File: config.mk
export PLATFORM = sky130hd
export DESIGN_NAME = uart_tx_framer
export DESIGN_NICKNAME = d
export VERILOG_FILES = /design/src/rtl/uart_pkg.sv /design/src/rtl/uart_baud_tick.sv /design/src/rtl/uart_tx_framer.sv
export SDC_FILE = /design/constraint.sdc
export NUM_CORES = 1
export LEC_CHECK = 0
export BUFFER_PORTS_ARGS = -buffer_cell sky130_fd_sc_hd__buf_4
export CAP_MARGIN = 15
export CORE_UTILIZATION = 41
export CTS_BUF_LIST = sky130_fd_sc_hd__clkbuf_16
export CTS_CLUSTER_SIZE = 8
export DETAILED_ROUTE_END_ITERATION = 10
export GPL_ROUTABILITY_DRIVEN = 0
export GPL_TIMING_DRIVEN = 0
export HOLD_SLACK_MARGIN = 0.06
export PLACE_DENSITY = 0.57
export SETUP_SLACK_MARGIN = 0.5
export SYNTH_ARGS = -nofsm -noshare
export SYNTH_HDL_FRONTEND = slang
export SYNTH_SLANG_ARGS = --single-unit
File: constraint.sdc
create_clock -name uart_clk -period 3.59 [get_ports uart_clk]
set_input_delay 0.718 -clock uart_clk [delete_from_list [all_inputs] [get_ports uart_clk]]
set_output_delay 0.718 -clock uart_clk [all_outputs]
set_load 0.005 [all_outputs]
File: src/rtl/uart_pkg.sv
// rtl/uart_pkg.sv - shared UART parity encoding, TX state encoding and frame-length helper
package uart_pkg;

    localparam int PARITY_NONE = 0;
    localparam int PARITY_ODD  = 1;
    localparam int PARITY_EVEN = 2;

    typedef enum logic [2:0] {
        TX_IDLE   = 3'd0,
        TX_START  = 3'd1,
        TX_DATA   = 3'd2,
        TX_PARITY = 3'd3,
        TX_STOP   = 3'd4
    } tx_state_t;

    function automatic int frame_cycles(input int data_width, input int clks_per_bit,
                                        input int parity, input int stop_bits);
        return clks_per_bit * (1 + data_width + ((parity != PARITY_NONE) ? 1 : 0) + stop_bits);
    endfunction

endpackage

File: src/rtl/uart_baud_tick.sv
// rtl/uart_baud_tick.sv - bit-period counter emitting a one-cycle tick on the last cycle of each bit
module uart_baud_tick #(
    parameter int CLKS_PER_BIT = 1
) (
    input  logic uart_clk,
    input  logic rst,
    input  logic restart,
    input  logic run,
    output logic bit_tick
);

    localparam int CNT_W = $clog2(CLKS_PER_BIT) + 1;
    localparam logic [CNT_W-1:0] CNT_LAST = CNT_W'(CLKS_PER_BIT - 1);

    logic [CNT_W-1:0] cnt;

    always_ff @(posedge uart_clk or posedge rst) begin
        if (rst) begin
            cnt <= '0;
        end else if (restart || !run || (cnt == CNT_LAST)) begin
            cnt <= '0;
        end else begin
            cnt <= cnt + CNT_W'(1);
        end
    end

    assign bit_tick = run && (cnt == CNT_LAST);

endmodule

File: src/rtl/uart_tx_framer.sv
// rtl/uart_tx_framer.sv - UART transmitter with a one-word holding register for back-to-back frames
module uart_tx_framer
    import uart_pkg::*;
#(
    parameter int DATA_WIDTH   = 8,
    parameter int CLKS_PER_BIT = 1,
    parameter int PARITY       = 0,
    parameter int STOP_BITS    = 1
) (
    input  logic                  uart_clk,
    input  logic                  rst,
    input  logic [DATA_WIDTH-1:0] tx_data,
    input  logic                  tx_valid,
    output logic                  tx_ready,
    output logic                  tx_out,
    output logic                  tx_busy,
    output logic                  tx_done
);

    generate
        if (DATA_WIDTH < 5 || DATA_WIDTH > 9) begin : g_bad_data_width
            $error("uart_tx_framer: DATA_WIDTH must be 5..9");
        end
        if (CLKS_PER_BIT < 1) begin : g_bad_clks_per_bit
            $error("uart_tx_framer: CLKS_PER_BIT must be >= 1");
        end
        if (PARITY != PARITY_NONE && PARITY != PARITY_ODD && PARITY != PARITY_EVEN) begin : g_bad_parity
            $error("uart_tx_framer: PARITY must be 0, 1 or 2");
        end
        if (STOP_BITS != 1 && STOP_BITS != 2) begin : g_bad_stop_bits
            $error("uart_tx_framer: STOP_BITS must be 1 or 2");
        end
    endgenerate

    localparam int IDX_W = $clog2(DATA_WIDTH) + 1;
    localparam logic [IDX_W-1:0] LAST_BIT  = IDX_W'(DATA_WIDTH - 1);
    localparam logic             STOP_LAST = (STOP_BITS == 2);
    localparam logic             ODD_PAR   = (PARITY == PARITY_ODD);

    tx_state_t              state, state_next;
    logic [DATA_WIDTH-1:0]  shifter, shifter_next;
    logic [DATA_WIDTH-1:0]  hold_data, hold_data_next;
    logic                   hold_full, hold_full_next;
    logic                   par_bit, par_next;
    logic [IDX_W-1:0]       bit_idx, bit_idx_next;
    logic                   stop_cnt, stop_cnt_next;
    logic                   tx_out_next, tx_busy_next, tx_done_next;

    logic                   bit_tick;
    logic                   accept, frame_end, load, load_from_hold, load_direct;
    logic [DATA_WIDTH-1:0]  load_word;

    uart_baud_tick #(
        .CLKS_PER_BIT(CLKS_PER_BIT)
    ) u_baud_tick (
        .uart_clk (uart_clk),
        .rst      (rst),
        .restart  (load),
        .run      (state != TX_IDLE),
        .bit_tick (bit_tick)
    );

    assign tx_ready = !hold_full;

    always_comb begin
        accept         = tx_valid && !hold_full;
        frame_end      = (state == TX_STOP) && bit_tick && (stop_cnt == STOP_LAST);
        load_from_hold = frame_end && hold_full;
        load_direct    = accept && ((state == TX_IDLE) || frame_end);
        load           = load_from_hold || load_direct;
        // A direct load implies the holding register is empty, so hold_full selects the source.
        load_word      = hold_full ? hold_data : tx_data;

        state_next     = state;
        shifter_next   = shifter;
        hold_data_next = hold_data;
        hold_full_next = hold_full;
        par_next       = par_bit;
        bit_idx_next   = bit_idx;
        stop_cnt_next  = stop_cnt;

        if (load_from_hold) begin
            hold_full_next = 1'b0;
        end else if (accept && !load_direct) begin
            hold_data_next = tx_data;
            hold_full_next = 1'b1;
        end

        if (load) begin
            shifter_next  = load_word;
            par_next      = (^load_word) ^ ODD_PAR;
            bit_idx_next  = '0;
            stop_cnt_next = 1'b0;
        end else if (bit_tick && state == TX_DATA) begin
            shifter_next = shifter >> 1;
            bit_idx_next = bit_idx + IDX_W'(1);
        end else if (bit_tick && state == TX_STOP) begin
            stop_cnt_next = !stop_cnt;
        end

        case (state)
            TX_IDLE:   if (load) state_next = TX_START;
            TX_START:  if (bit_tick) state_next = TX_DATA;
            TX_DATA:   if (bit_tick && bit_idx == LAST_BIT)
                           state_next = (PARITY != PARITY_NONE) ? TX_PARITY : TX_STOP;
            TX_PARITY: if (bit_tick) state_next = TX_STOP;
            TX_STOP:   if (frame_end) state_next = load ? TX_START : TX_IDLE;
            default:   state_next = TX_IDLE;
        endcase

        case (state_next)
            TX_START:  tx_out_next = 1'b0;
            TX_DATA:   tx_out_next = shifter_next[0];
            TX_PARITY: tx_out_next = par_next;
            default:   tx_out_next = 1'b1;
        endcase
        tx_busy_next = (state_next != TX_IDLE);
        tx_done_next = frame_end;
    end

    always_ff @(posedge uart_clk or posedge rst) begin
        if (rst) begin
            state     <= TX_IDLE;
            shifter   <= '0;
            hold_data <= '0;
            hold_full <= 1'b0;
            par_bit   <= 1'b0;
            bit_idx   <= '0;
            stop_cnt  <= 1'b0;
            tx_out    <= 1'b1;
            tx_busy   <= 1'b0;
            tx_done   <= 1'b0;
        end else begin
            state     <= state_next;
            shifter   <= shifter_next;
            hold_data <= hold_data_next;
            hold_full <= hold_full_next;
            par_bit   <= par_next;
            bit_idx   <= bit_idx_next;
            stop_cnt  <= stop_cnt_next;
            tx_out    <= tx_out_next;
            tx_busy   <= tx_busy_next;
            tx_done   <= tx_done_next;
        end
    end

endmodule

==> results of run 1 <==
[routing by layer]
metal | track usage, % | share of wire [%] | vias up
met1 | 19.7 | 46 | 499
met2 | 27.8 | 49 | 14
li1 | - | - | 528
met4 | 8.52 | 2.2 | 0
met3 | 4.29 | 3.2 | 9
met5 | 0 | 0 | -
[worst reg2reg max path, cell delays in order, from the launching register on]
cell and delay [ps]:
sky130_fd_sc_hd__dfrtp_1 430, sky130_fd_sc_hd__nor2_1 280, sky130_fd_sc_hd__nand2_1 120, sky130_fd_sc_hd__nor2_1 260, sky130_fd_sc_hd__nor2_2 140, sky130_fd_sc_hd__a221o_1 330
[cells by family after synthesis]
| logic type | share of synthesized area, % |
|---|---|
| AOI/OAI and AO/OA | 10.4 |
| and+or+nand+nor | 14.3 |
| muxes | 15.4 |
| DFF | 47.9 |
| buffers and inverters | 3.74 |
| xor gates and xnor gates | 7.25 |
| other | 0.239 |
| adders and majority gates | 0.796 |
[layout by cell type, fill, tap and decap left out, types with 2 or more instances in the layout]
cell | netlist | final
sky130_fd_sc_hd__nand3b_1 | 2 | 2
sky130_fd_sc_hd__buf_6 | 2 | 2
sky130_fd_sc_hd__a21oi_1 | 2 | 2
sky130_fd_sc_hd__a221o_1 | 6 | 6
sky130_fd_sc_hd__inv_1 | 3 | 3
sky130_fd_sc_hd__xnor2_1 | 3 | 3
sky130_fd_sc_hd__dfrtp_1 | 29 | 29
sky130_fd_sc_hd__nand2_1 | 10 | 10
sky130_fd_sc_hd__buf_4 | 1 | 15
sky130_fd_sc_hd__o21ai_0 | 6 | 6
sky130_fd_sc_hd__clkinv_1 | 1 | 2
sky130_fd_sc_hd__clkbuf_16 | 0 | 5
sky130_fd_sc_hd__xor2_1 | 10 | 10
sky130_fd_sc_hd__mux2_2 | 10 | 10
sky130_fd_sc_hd__buf_2 | 2 | 2
sky130_fd_sc_hd__nor2_1 | 13 | 13
sky130_fd_sc_hd__mux2i_1 | 13 | 13
[registers in the layout (all words and copies together) (netlist names), 3 cells and up]
register,flops
bit_idx,4
shifter,8
hold_data,8
state,3
[worst paths after layout]
check	from	end	slack, ps	cells past startpoint
max in group asynchronous	rst	tx_out$_DFF_PP1_	2680	3
setup reg to reg	state[1]$_DFF_PP0_	shifter[6]$_DFFE_PP0P_	1900	5
hold reg to reg	par_bit$_DFF_PP0_	par_bit$_DFF_PP0_	490	2
setup / recovery	hold_full$_DFFE_PP0P_	tx_ready	1740	2
min in group uart_clk	par_bit$_DFF_PP0_	par_bit$_DFF_PP0_	490	2
hold / removal	rst	stop_cnt$_DFFE_PP0P_	410	2
[cell type report]
class	count	area [sq um]
multi-input combinational	97	761
inverter	5	18.8
fill	348	1760
timing repair buffer	15	133
clock inverter	3	16.3
clock buffer	5	125
tap	48	60.1
buffer	5	40.0
sequential	30	752
[per-stage QoR]
stage	utilization, %	instances
floorplan	-	137
global placement	47.4	199
detailed placement	47.4	199
CTS	51.3	207
global route	52.1	208
finish	52.1	208
[power groups by stage]
stage / combinational, W / sequential (W) / clock [W]
floorplan: 0.000497 / 0.000543 / 0
finish: 0.000619 / 0.000559 / 0.000397
global route: 0.000686 / 0.000576 / 0.000427
global placement: 0.000607 / 0.000560 / 0
detailed placement: 0.000621 / 0.000565 / 0
CTS: 0.000625 / 0.000560 / 0.000407
==> metrics.sh, run 1 <==
RUN_STATUS='complete, no violations'
YOSYS_WARNINGS=0
FINAL_INSTANCE_AREA_SQ_UM=1910
CTSROOTBUFFERMASTER='sky130_fd_sc_hd__clkbuf_16'
IO_PINS=15
CLOCK-SINKS=30
DR_TOTAL_VIAS=1050
STANDARD_CELL_ROW_COUNT=22
CTS_MADE_BUFFERS=5
SWITCHING_SHARE_PCT=34.6
YOSYSSEQAREASHARE_PCT=47.9
WORST_SETUP_HOLD_PATH_CLK_SLEW_PS=50
CP_CELL_SEQUENCE='clkinv_1, buf_4'
RSZ0062_AT_GRT='no'
ASYNC_RESET_FF_SHARE_PCT=100
SHARE_CLK_OF_TOTAL_POWER_PCT=25.2
NUM-NETS-FINAL=171
DIE_AREA_SQ_UM=4080
ACHIEVABLE-FREQUENCY_MHz=541
POSTCTSSETUPBUFFERS=0
WORST_PATH_DOMINANT_CELL_FAMILY='buffers and inverters'
YOSYS.AREA.TOP_TYPE_SHARE_PCT=46.2
FINAL_ANTENNA_NET_COUNT=0
DRV_CAP=0
DP_WORST_SETUP_SLACK_PS=1720
GRT_FIRST_PASS_WIRELENGTH_UM=5040
ANTENNA_FOUND_INITIAL=0
PLACED_WIRE_LENGTH_ESTIMATE_UM=2130
SYNTHTOPCELLSBYAREA='sky130_fd_sc_hd__dfrtp_1 (46%), sky130_fd_sc_hd__mux2i_1 (8.3%), sky130_fd_sc_hd__mux2_2 (7.2%)'
TOTAL_POWER_W=0.00158
CTS_HOLD_BUF=0
DRC=0
TIMING.CRITICAL_PATH.FANOUT_MAX=6
GRT_REMAINING_OVERFLOW=0
ROUTE.DETAILED.VIAS_PER_INST=5.05
SETUP.WORST_PATH.START_CLASS='flop'
POST-SYNTH-TOP-AREA-CELL='sky130_fd_sc_hd__dfrtp_1'
POWERDENSITY_nW_PER_UM2=827
REPORT.FINAL.HOLD_VIOL_COUNT=0
LAYOUT-AREA-OVERHEAD-VS-SYNTH_PCT=21.3
ANTENNA_CELLS_INSERTED=0
POWER.SHARE.SEQUENTIAL_PCT=35.5
CLOCK_TREE.HTREE_LEVEL_COUNT=2
SYNTHESIS.NETS=149
HOLD_CLASS='in -> async'
CTS_REPAIR_RESIZE_COUNT=0
HOLD_SLACK_PS=407
POWER_LEAKAGE_nW=0.933
NETLIST_TOP_CELLS_COUNT='sky130_fd_sc_hd__dfrtp_1 (29), sky130_fd_sc_hd__mux2i_1 (13), sky130_fd_sc_hd__nor2_1 (13)'
TOTALNEGATIVESETUPSLACK_PS=0
ROUTED_WIRELENGTH_UM=2910
DIE_SPAN_X_UM=63.9
FIRST_GLOBAL_VIAS=1095
CLKLATENCYLATEPIN_PS=270
REPORT.FINAL.SLEW_VIOL_COUNT=0
START_UTIL_PCT=42.9
POWER.INTERNAL_W=0.00103
CORE_REGION_AREA_SQ_UM=3660
ROUTEDWLPERCELL_UM=14.0
DRIVE_ABOVE_1_SHARE_PCT=28.7
NETLIST-CELL-TYPE-COUNT=40
SETUP_VIOL_COUNT_FINAL=0
GLOBALROUTETOTALUTIL_PCT=16.7
FLOORPLAN.DIE.HEIGHT_UM=63.9
TOTAL_SWITCHING_POWER_W=0.000545
POST_SYNTH_INST_COUNT=137
FINALCRITICALPERIOD_PS=1850
CRITICALPATHCATEGORY='reg -> out'
CPPEAKSTAGEDELAY_PS=380
TIMING.CLOCK.SKEW_PS=2.41
IR_DROP_uV=394
YS.FLOP_TYPE='sky130_fd_sc_hd__dfrtp_1'
DRT-PASS1-ITER-COUNT=4
FINAL.SETUP.WORST_SLACK_PS=1740
SYNTH_MOST_COMMON_CELL='sky130_fd_sc_hd__dfrtp_1'
CLOCK_PATH_BUFFERS=2
PLACE_AREA_SQ_UM=1740
FINALCRITPERIODSHARE_PCT=51.5
CRITICAL-PATH-SLOWEST-CELL='sky130_fd_sc_hd__dfrtp_1'
CP.BUFFERS_INVERTERS=2
SHARE_COMB_OF_TOTAL_POWER_PCT=39.3
REQUIRED_TIME_AT_THE_WORST_SLACK_ENDPOINT_PS=2870
GRT_START_MAX_NET_PINS=31
SYNTH_ENABLE_FLOP_CELLS=0
TRITONCTS='yes'
MAPPEDNETLISTAREA_SQ_UM=1570
YOSYS_REGISTER_BITS=30
CRITPATHARRIVALTIME_PS=1130
CP-END-KIND='output port'
DETAILEDROUTE.FIRSTITERATIONVIOLATIONS=72
IO_BUFFER_COUNT=14
SYN_AREA_PER_CELL_SQ_UM=11.5
No activity file was read; power rests on OpenSTA's default activity.
==> run 2: changes to the inputs <==
--- a/config.mk
+++ b/config.mk
@@ -5,6 +5,7 @@
 export SDC_FILE = /design/constraint.sdc
 export NUM_CORES = 1
 export LEC_CHECK = 0
+export ABC_AREA = 1
 export BUFFER_PORTS_ARGS = -buffer_cell sky130_fd_sc_hd__buf_4
 export CAP_MARGIN = 15
 export CORE_UTILIZATION = 41
@@ -14,7 +15,7 @@
 export GPL_ROUTABILITY_DRIVEN = 0
 export GPL_TIMING_DRIVEN = 0
 export HOLD_SLACK_MARGIN = 0.06
-export PLACE_DENSITY = 0.57
+export PLACE_DENSITY = 0.58
 export SETUP_SLACK_MARGIN = 0.5
 export SYNTH_ARGS = -nofsm -noshare
 export SYNTH_HDL_FRONTEND = slang
==> constraint.sdc (replaced) <==
create_clock -name uart_clk -period 1.6 [get_ports uart_clk]
set_input_delay 0.32 -clock uart_clk [delete_from_list [all_inputs] [get_ports uart_clk]]
set_output_delay 0.32 -clock uart_clk [all_outputs]
set_load 0.005 [all_outputs]
==> run 2 against run 1 <==
  * Sequential share of layout area fell by 12 points
  * Critical path depth rose by 11
  * Highest routed layer unchanged
  * Wire length rose by 53%
  * Hold slack got worse by 310 ps
  * Core utilization rose by 16 points
  * Non-clock buffer count rose by 34
  * Power rose to 3.7 times the previous value
  * Register-to-register slack got worse by 1800 ps
  * Clock skew rose by 1.6 ps
  * Synthesized cell count rose by 82%
  * Setup slack got worse by 1700 ps
  * Global-route usage rose by 5.4 points
==> metrics.sh, run 2 <==
ROUTE.DETAILED.VIAS_PER_INST=4.83
ASYNC_RESET_FF_SHARE_PCT=100
GRT_START_MAX_NET_PINS=21
IO_PINS=15
FIRST_GLOBAL_VIAS=1595
POST_SYNTH_INST_COUNT=250
CRITICAL-PATH-SLOWEST-CELL='sky130_fd_sc_hd__dfrtp_1'
SYNTH_ENABLE_FLOP_CELLS=0
ROUTEDWLPERCELL_UM=12.5
CORE_REGION_AREA_SQ_UM=4120
PLACED_WIRE_LENGTH_ESTIMATE_UM=2750
NETLIST_TOP_CELLS_COUNT='sky130_fd_sc_hd__nand2_1 (125), sky130_fd_sc_hd__dfrtp_1 (29), sky130_fd_sc_hd__inv_1 (27), sky130_fd_sc_hd__o21ai_0 (12), sky130_fd_sc_hd__nand3_1 (9)'
LARGEST_REGISTERS='hold_data: 8 flops, shifter: 8 flops, bit_idx: 4 flops'
ANTENNA_FOUND_INITIAL=0
YOSYS_REGISTER_BITS=30
TIMING.SLEW.HEADROOM_PCT=63.0
CLOCK_PATH_BUFFERS=2
STANDARD_CELL_ROW_COUNT=23
DRV_CAP=0
TOTAL_POWER_W=0.00586
FINALCRITPERIODSHARE_PCT=95.4
SYN_AREA_PER_CELL_SQ_UM=7.27
ACHIEVABLE-FREQUENCY_MHz=655
REQUIRED_TIME_AT_THE_WORST_SLACK_ENDPOINT_PS=1770
SYNTHTOPCELLSBYAREA='sky130_fd_sc_hd__dfrtp_1 (40%), sky130_fd_sc_hd__nand2_1 (26%), sky130_fd_sc_hd__inv_1 (5.6%)'
YOSYS_WARNINGS=0
FINAL_INSTANCE_AREA_SQ_UM=2790
YOSYS.AREA.TOP_TYPE_SHARE_PCT=39.9
SYNTH_MOST_COMMON_CELL='sky130_fd_sc_hd__nand2_1'
CLOCK_TREE.HTREE_LEVEL_COUNT=2
GLOBALROUTETOTALUTIL_PCT=22.1
POST-SYNTH-TOP-AREA-CELL='sky130_fd_sc_hd__dfrtp_1'
CP-END-KIND='flop'
DETAILEDROUTE.FIRSTITERATIONVIOLATIONS=67
CLOCK-SINKS=30
CTS_MADE_BUFFERS=5
GRT_REMAINING_OVERFLOW=0
DR_TOTAL_VIAS=1723
REG2REG_DEPTH=13
SETUP_VIOL_COUNT_FINAL=0
FIN_CELLS=357
CRITICAL_PATH.MOST_COMMON_CELL='sky130_fd_sc_hd__nand2_1'
CTSROOTBUFFERMASTER='sky130_fd_sc_hd__clkbuf_16'
LAYOUT_COMMON_CELLS='sky130_fd_sc_hd__nand2_1 (85), sky130_fd_sc_hd__nand2_2 (39), sky130_fd_sc_hd__buf_4 (30)'
DIE_SPAN_X_UM=68.6
NETLIST-CELL-TYPE-COUNT=29
CP_CELL_SEQUENCE='buf_6, inv_8, buf_8, nand2_1, nand2_2, nand2_2, nand2_1, nand3_1, nand2_1, nand2_1, nand2_1, nand2_1, and2_1'
POWER_LEAKAGE_nW=1.46
TIMING.REG2REG.SETUP_SLACK_PS=70
PLACE.DETAILED.INSTANCES=315
CRITICALPATHCATEGORY='reg -> reg'
LAYOUT.CELLS.MOST_COMMON='sky130_fd_sc_hd__nand2_1'
IO_BUFFER_COUNT=14
CP.BUFFERS_INVERTERS=3
REPORT.FINAL.HOLD_VIOL_COUNT=0
RUN_STATUS='complete, no violations'
DRIVE_ABOVE_1_SHARE_PCT=47.2
CTS_HOLD_BUF=0
FINAL.SETUP.WORST_SLACK_PS=74.1
PLACE_AREA_SQ_UM=2060
SETUP.WORST_PATH.START_CLASS='flop'
ROUTED_WIRELENGTH_UM=4470
DIE_AREA_SQ_UM=4700
DP_WORST_SETUP_SLACK_PS=3.94
TIMING.CLOCK.SKEW_PS=4.05
YOSYSSEQAREASHARE_PCT=41.4
HOLD_CLASS='in -> async'
POWERDENSITY_nW_PER_UM2=2100
DRT-PASS1-ITER-COUNT=4
TRITONCTS='yes'
IR_DROP_uV=917
LAYOUT-AREA-OVERHEAD-VS-SYNTH_PCT=53.5
MAPPEDNETLISTAREA_SQ_UM=1820
NFILLCELLS=337
FLOORPLAN.DIE.HEIGHT_UM=68.6
NUM-NETS-FINAL=318
TIMING.CRITICAL_PATH.FANOUT_MAX=6
R2R-END='par_bit$_DFF_PP0_'
REPORT.FINAL.SLEW_VIOL_COUNT=0
START_UTIL_PCT=44.1
ANTENNA_CELLS_INSERTED=0
FINAL_ANTENNA_NET_COUNT=0
WORST_PATH_DOMINANT_CELL_FAMILY='simple AND/OR/NAND/NOR gates'
GRT_FIRST_PASS_WIRELENGTH_UM=7250
CPPEAKSTAGEDELAY_PS=370
DRC=0
MEASURED_SLEW_AT_THE_WORST_SLEW_CHECK_PIN_PS=554
YS.FLOP_TYPE='sky130_fd_sc_hd__dfrtp_1'
CLKLATENCYLATEPIN_PS=280
WORST_R2R_STARTPOINT='hold_full$_DFFE_PP0P_'
CRITPATHARRIVALTIME_PS=1690
SYNTHESIS.NETS=262
WORST_SETUP_HOLD_PATH_CLK_SLEW_PS=50
FINALCRITICALPERIOD_PS=1530
RSZ0062_AT_GRT='yes'
[run 2: worst reg2reg max path, delay by kind of cell (launching register included)]
family,cells,cell delay [ps]
buffers and inverters,3,340
DFF,1,370
and+or+nand+nor,10,710
[run 2: where the power goes]
part | internal (W) | switching [W]
Clock | 0.000722 | 0.000329
Combinational | 0.00166 | 0.00186
Sequential | 0.00107 | 0.000217
Total | 0.00346 | 0.00240
[run 2: cell type report]
| type | count | area [sq um] | area share [%] |
|---|---|---|---|
| Multi-Input combinational cell | 184 | 1120 | 40.3 |
| Sequential cell | 30 | 754 | 27.1 |
| Timing Repair Buffer | 48 | 477 | 17.1 |
| Inverter | 31 | 129 | 4.62 |
| Clock buffer | 5 | 125 | 4.49 |
| Buffer | 6 | 78.8 | 2.83 |
| Tap cell | 50 | 62.6 | 2.24 |
| Clock inverter | 3 | 37.5 | 1.35 |
[run 2: layer usage]
| metal | global-route usage (%) | up-vias | share of wire, % |
|---|---|---|---|
| met1 | 27.4 | 805 | 47 |
| met4 | 10.9 | 0 | 1.5 |
| li1 | - | 887 | - |
| met5 | 0 | - | 0 |
| met2 | 36.5 | 24 | 49 |
| met3 | 3.95 | 7 | 2.8 |
[run 2: cell families after synthesis]
family	Yosys count	synth area share, %
buffers and inverters	37	10.1
XOR/XNOR	2	0.964
flip-flops	30	41.4
adder cells (fa/ha/maj)	1	0.689
other	1	0.206
AO/OA/AOI/OAI	22	8.95
AND/OR/NAND/NOR	157	37.7
[run 2: how the worst max path moves through the flow]
stage                             end  slack [ps]  depth (start not counted)                   from
floorplan           par_bit$_DFF_PP0_         180                         13  hold_full$_DFFE_PP0P_
global placement    par_bit$_DFF_PP0_          20                         13  hold_full$_DFFE_PP0P_
detailed placement  par_bit$_DFF_PP0_           4                         13  hold_full$_DFFE_PP0P_
CTS                 par_bit$_DFF_PP0_          80                         13  hold_full$_DFFE_PP0P_
global route         tx_out$_DFF_PP1_         -30                         15  hold_full$_DFFE_PP0P_
finish              par_bit$_DFF_PP0_          70                         13  hold_full$_DFFE_PP0P_
[run 2: metrics by stage]
step                TNS, ps  util (%)  hold slack [ps]
floorplan                 0         -              410
CTS                       0      64.3              114
global route          -49.1      67.8              141
detailed placement        0      50.0              403
finish                    0      67.8             96.2
global placement          0      49.4              474
[run 2: timing repair]
| item | 4_1_cts | 5_1_grt |
|---|---|---|
| pin swaps | 31 | 9 |
| endpoints found under the hold margin | 0 | 0 |
| cloned | 4 | 0 |
| setup endpoints to repair | 30 | 32 |
| setup buffers | 26 | 4 |
| gates resized for setup | 61 | 33 |
==> run 3: changes to the inputs <==
--- a/config.mk
+++ b/config.mk
@@ -8,14 +8,16 @@
 export ABC_AREA = 1
 export BUFFER_PORTS_ARGS = -buffer_cell sky130_fd_sc_hd__buf_4
 export CAP_MARGIN = 15
-export CORE_UTILIZATION = 41
+export CELL_PAD_IN_SITES_DETAIL_PLACEMENT = 0
+export CELL_PAD_IN_SITES_GLOBAL_PLACEMENT = 1
+export CORE_UTILIZATION = 39
 export CTS_BUF_LIST = sky130_fd_sc_hd__clkbuf_16
 export CTS_CLUSTER_SIZE = 8
 export DETAILED_ROUTE_END_ITERATION = 10
 export GPL_ROUTABILITY_DRIVEN = 0
 export GPL_TIMING_DRIVEN = 0
 export HOLD_SLACK_MARGIN = 0.06
-export PLACE_DENSITY = 0.58
+export PLACE_DENSITY = 0.73
 export SETUP_SLACK_MARGIN = 0.5
 export SYNTH_ARGS = -nofsm -noshare
 export SYNTH_HDL_FRONTEND = slang
==> run 3 against run 2 <==
  * Sequential cell count unchanged
  * Combinational power about the same
  * Highest routed layer unchanged
  * Critical endpoint is now shifter[2]$_DFFE_PP0P_
  * Critical path depth down 4
  * Power down 0.16%
  * Fmax up 0.41%
==> metrics.sh, run 3 (synthesis gave the netlist of run 2 again) <==
CPPEAKSTAGEDELAY_PS=370
FINALCRITICALPERIOD_PS=1520
NFILLCELLS=385
POWERDENSITY_nW_PER_UM2=2060
CRITICALPATHCATEGORY='reg -> reg'
CRITICAL-PATH-SLOWEST-CELL='sky130_fd_sc_hd__dfrtp_1'
GLOBALROUTETOTALUTIL_PCT=20.5
RUN_STATUS='complete, no violations'
CLKLATENCYLATEPIN_PS=270
POWER.SHARE.SEQUENTIAL_PCT=22.0
TOPROUTINGLAYERUSED='met4'
FLOORPLAN.DIE.HEIGHT_UM=70.3
CP_CELL_SEQUENCE='inv_2, nor3_4, nand3b_4, inv_4, nand2_4, nand2_4, inv_2, buf_6, o211ai_2'
CLOCK_PATH_BUFFERS=2
CRITPATHARRIVALTIME_PS=1710
LAYOUT-AREA-OVERHEAD-VS-SYNTH_PCT=56.3
MET3WIRELENGTH_UM=109
FINAL.SETUP.WORST_SLACK_PS=80.3
DP_WORST_SETUP_SLACK_PS=13.2
IR_DROP_uV=872
DRIVE_ABOVE_1_SHARE_PCT=45.4
ROUTE.DETAILED.VIAS_PER_INST=4.76
SHARE_COMB_OF_TOTAL_POWER_PCT=60.1
REPORT.FINAL.SLEW_VIOL_COUNT=0
POWER_LEAKAGE_nW=1.54
GRT_REMAINING_OVERFLOW=0
TIMING.CRITICAL_PATH.FANOUT_MAX=10
WORST_R2R_STARTPOINT='state[2]$_DFF_PP0_'
STANDARD_CELL_ROW_COUNT=24
REQUIRED_TIME_AT_THE_WORST_SLACK_ENDPOINT_PS=1790
FINALCRITPERIODSHARE_PCT=95.0
SWITCHING_SHARE_PCT=41.1
DRC=0
SETUP.WORST_PATH.START_CLASS='flop'
DRT-PASS1-ITER-COUNT=4
ACHIEVABLE-FREQUENCY_MHz=658
DETAILEDROUTE.FIRSTITERATIONVIOLATIONS=82
REPORT.FINAL.HOLD_VIOL_COUNT=0
CLOCK_TREE.HTREE_LEVEL_COUNT=2
CRITICAL_PATH.STARTPOINT='state[2]$_DFF_PP0_'
LAYOUT.CORE_UTILIZATION_PCT=64.3
SETUP_VIOL_COUNT_FINAL=0
REG2REG_DEPTH=9
M1WIRELENGTH_UM=2140
SHARE_CLK_OF_TOTAL_POWER_PCT=18.0
LAYOUT.CELLS.MOST_COMMON='sky130_fd_sc_hd__nand2_1'
TOTAL_SWITCHING_POWER_W=0.00240
CTS_MADE_BUFFERS=5
R2R-END='shifter[2]$_DFFE_PP0P_'
DIE_AREA_SQ_UM=4940
SETUP.WORST_PATH.END='shifter[2]$_DFFE_PP0P_'
ANTENNA_CELLS_INSERTED=0
CP-END-KIND='flop'
GRT_FIRST_PASS_WIRELENGTH_UM=8050
ANTENNA_FOUND_INITIAL=0
POWER.INTERNAL_W=0.00345
ROUTEDWLPERCELL_UM=12.2
NUM-NETS-FINAL=324
PLACE.DETAILED.INSTANCES=317
DETAILROUTE.WIRELENGTH.MET2_UM=2140
TIMING.REG2REG.SETUP_SLACK_PS=80
CTSROOTBUFFERMASTER='sky130_fd_sc_hd__clkbuf_16'
TIMING.CLOCK.SKEW_PS=4.97
FIRST_GLOBAL_VIAS=1726
TOTAL_POWER_W=0.00585
CLOCK-SINKS=30
LARGEST_REGISTERS='hold_data: 8 flops, shifter: 8 flops, bit_idx: 4 flops'
GRT_START_MAX_NET_PINS=23
PLACED_WIRE_LENGTH_ESTIMATE_UM=2880
LAYOUT_COMMON_CELLS='sky130_fd_sc_hd__nand2_1 (99), sky130_fd_sc_hd__buf_4 (37), sky130_fd_sc_hd__dfrtp_1 (27)'
START_UTIL_PCT=41.2
RSZ0062_AT_GRT='yes'
DRV_CAP=0
CORE_REGION_AREA_SQ_UM=4410
FINAL_ANTENNA_NET_COUNT=0
TRITONCTS='yes'
DR_TOTAL_VIAS=1739
ROUTED_WIRELENGTH_UM=4440
WORST_SETUP_HOLD_PATH_CLK_SLEW_PS=50
FIN_CELLS=365
HOLD_CLASS='in -> async'
DIE_SPAN_X_UM=70.3
IO_PINS=15
IO_BUFFER_COUNT=14
run 3: metrics by stage:
| step | area (sq um) | TNS, ps | hold WS (ps) |
|---|---|---|---|
| floorplan | 1860 | 0 | 410 |
| global placement | 2030 | 0 | 470 |
| detailed placement | 2060 | 0 | 356 |
| CTS | 2630 | 0 | 67.5 |
| global route | 2840 | -111 | 102 |
| finish | 2840 | 0 | 58.9 |
run 3: worst min-delay path by stage:
| stage | startpoint | end | slack, ps |
|---|---|---|---|
| 3_5_place_dp | rst | hold_data[0]$_DFFE_PP0P_ | 360 |
| 3_3_place_gp | shifter[7]$_DFFE_PP0P_ | shifter[7]$_DFFE_PP0P_ | 470 |
| 4_1_cts | rst | hold_data[2]$_DFFE_PP0P_ | 70 |
| 6_report | rst | hold_data[0]$_DFFE_PP0P_ | 60 |
| 2_1_floorplan | rst | bit_idx[0]$_DFFE_PP0P_ | 410 |
| 5_1_grt | rst | hold_data[0]$_DFFE_PP0P_ | 100 |
run 3: cell type report:
type	instances	area [sq um]	share of cell area [%]
multi-input cells	185	1160	40.7
repair buffers	53	490	17.3
clock inverters	3	40.0	1.41
inverters	31	131	4.63
well taps	52	65.1	2.29
flip-flops and latches	30	754	26.6
clock buffers	5	125	4.41
plain buffers	6	76.3	2.69
run 3: worst max-delay path: cells and delay by family (launching register included):
family	cells	cell delay [ps]
DFF	1	370
and+or+nand+nor	4	560
buffers and inverters	4	350
AOI/OAI and AO/OA	1	140
run 3: power by group through the flow:
stage | Clock (W) | Combinational [W] | Sequential (W)
global route | 0.00112 | 0.00393 | 0.00133
floorplan | 0 | 0.00184 | 0.00124
detailed placement | 0 | 0.00232 | 0.00128
finish | 0.00105 | 0.00352 | 0.00129
global placement | 0 | 0.00230 | 0.00127
CTS | 0.00108 | 0.00304 | 0.00127
run 3: layer usage:
| metal | vias up | track usage, % |
|---|---|---|
| met5 | - | 0 |
| met4 | 0 | 5.33 |
| met3 | 5 | 4.33 |
| met2 | 21 | 32.9 |
| met1 | 817 | 28.0 |
| li1 | 896 | - |
run 3: what timing repair did:
| action | 4_1_cts | 5_1_grt |
|---|---|---|
| endpoints found under the setup margin | 30 | 31 |
| hold buffers | 0 | 0 |
| pin swaps | 16 | 13 |
| gates resized for setup | 40 | 51 |
| cloned | 4 | 0 |
| buffers inserted | 28 | 8 |
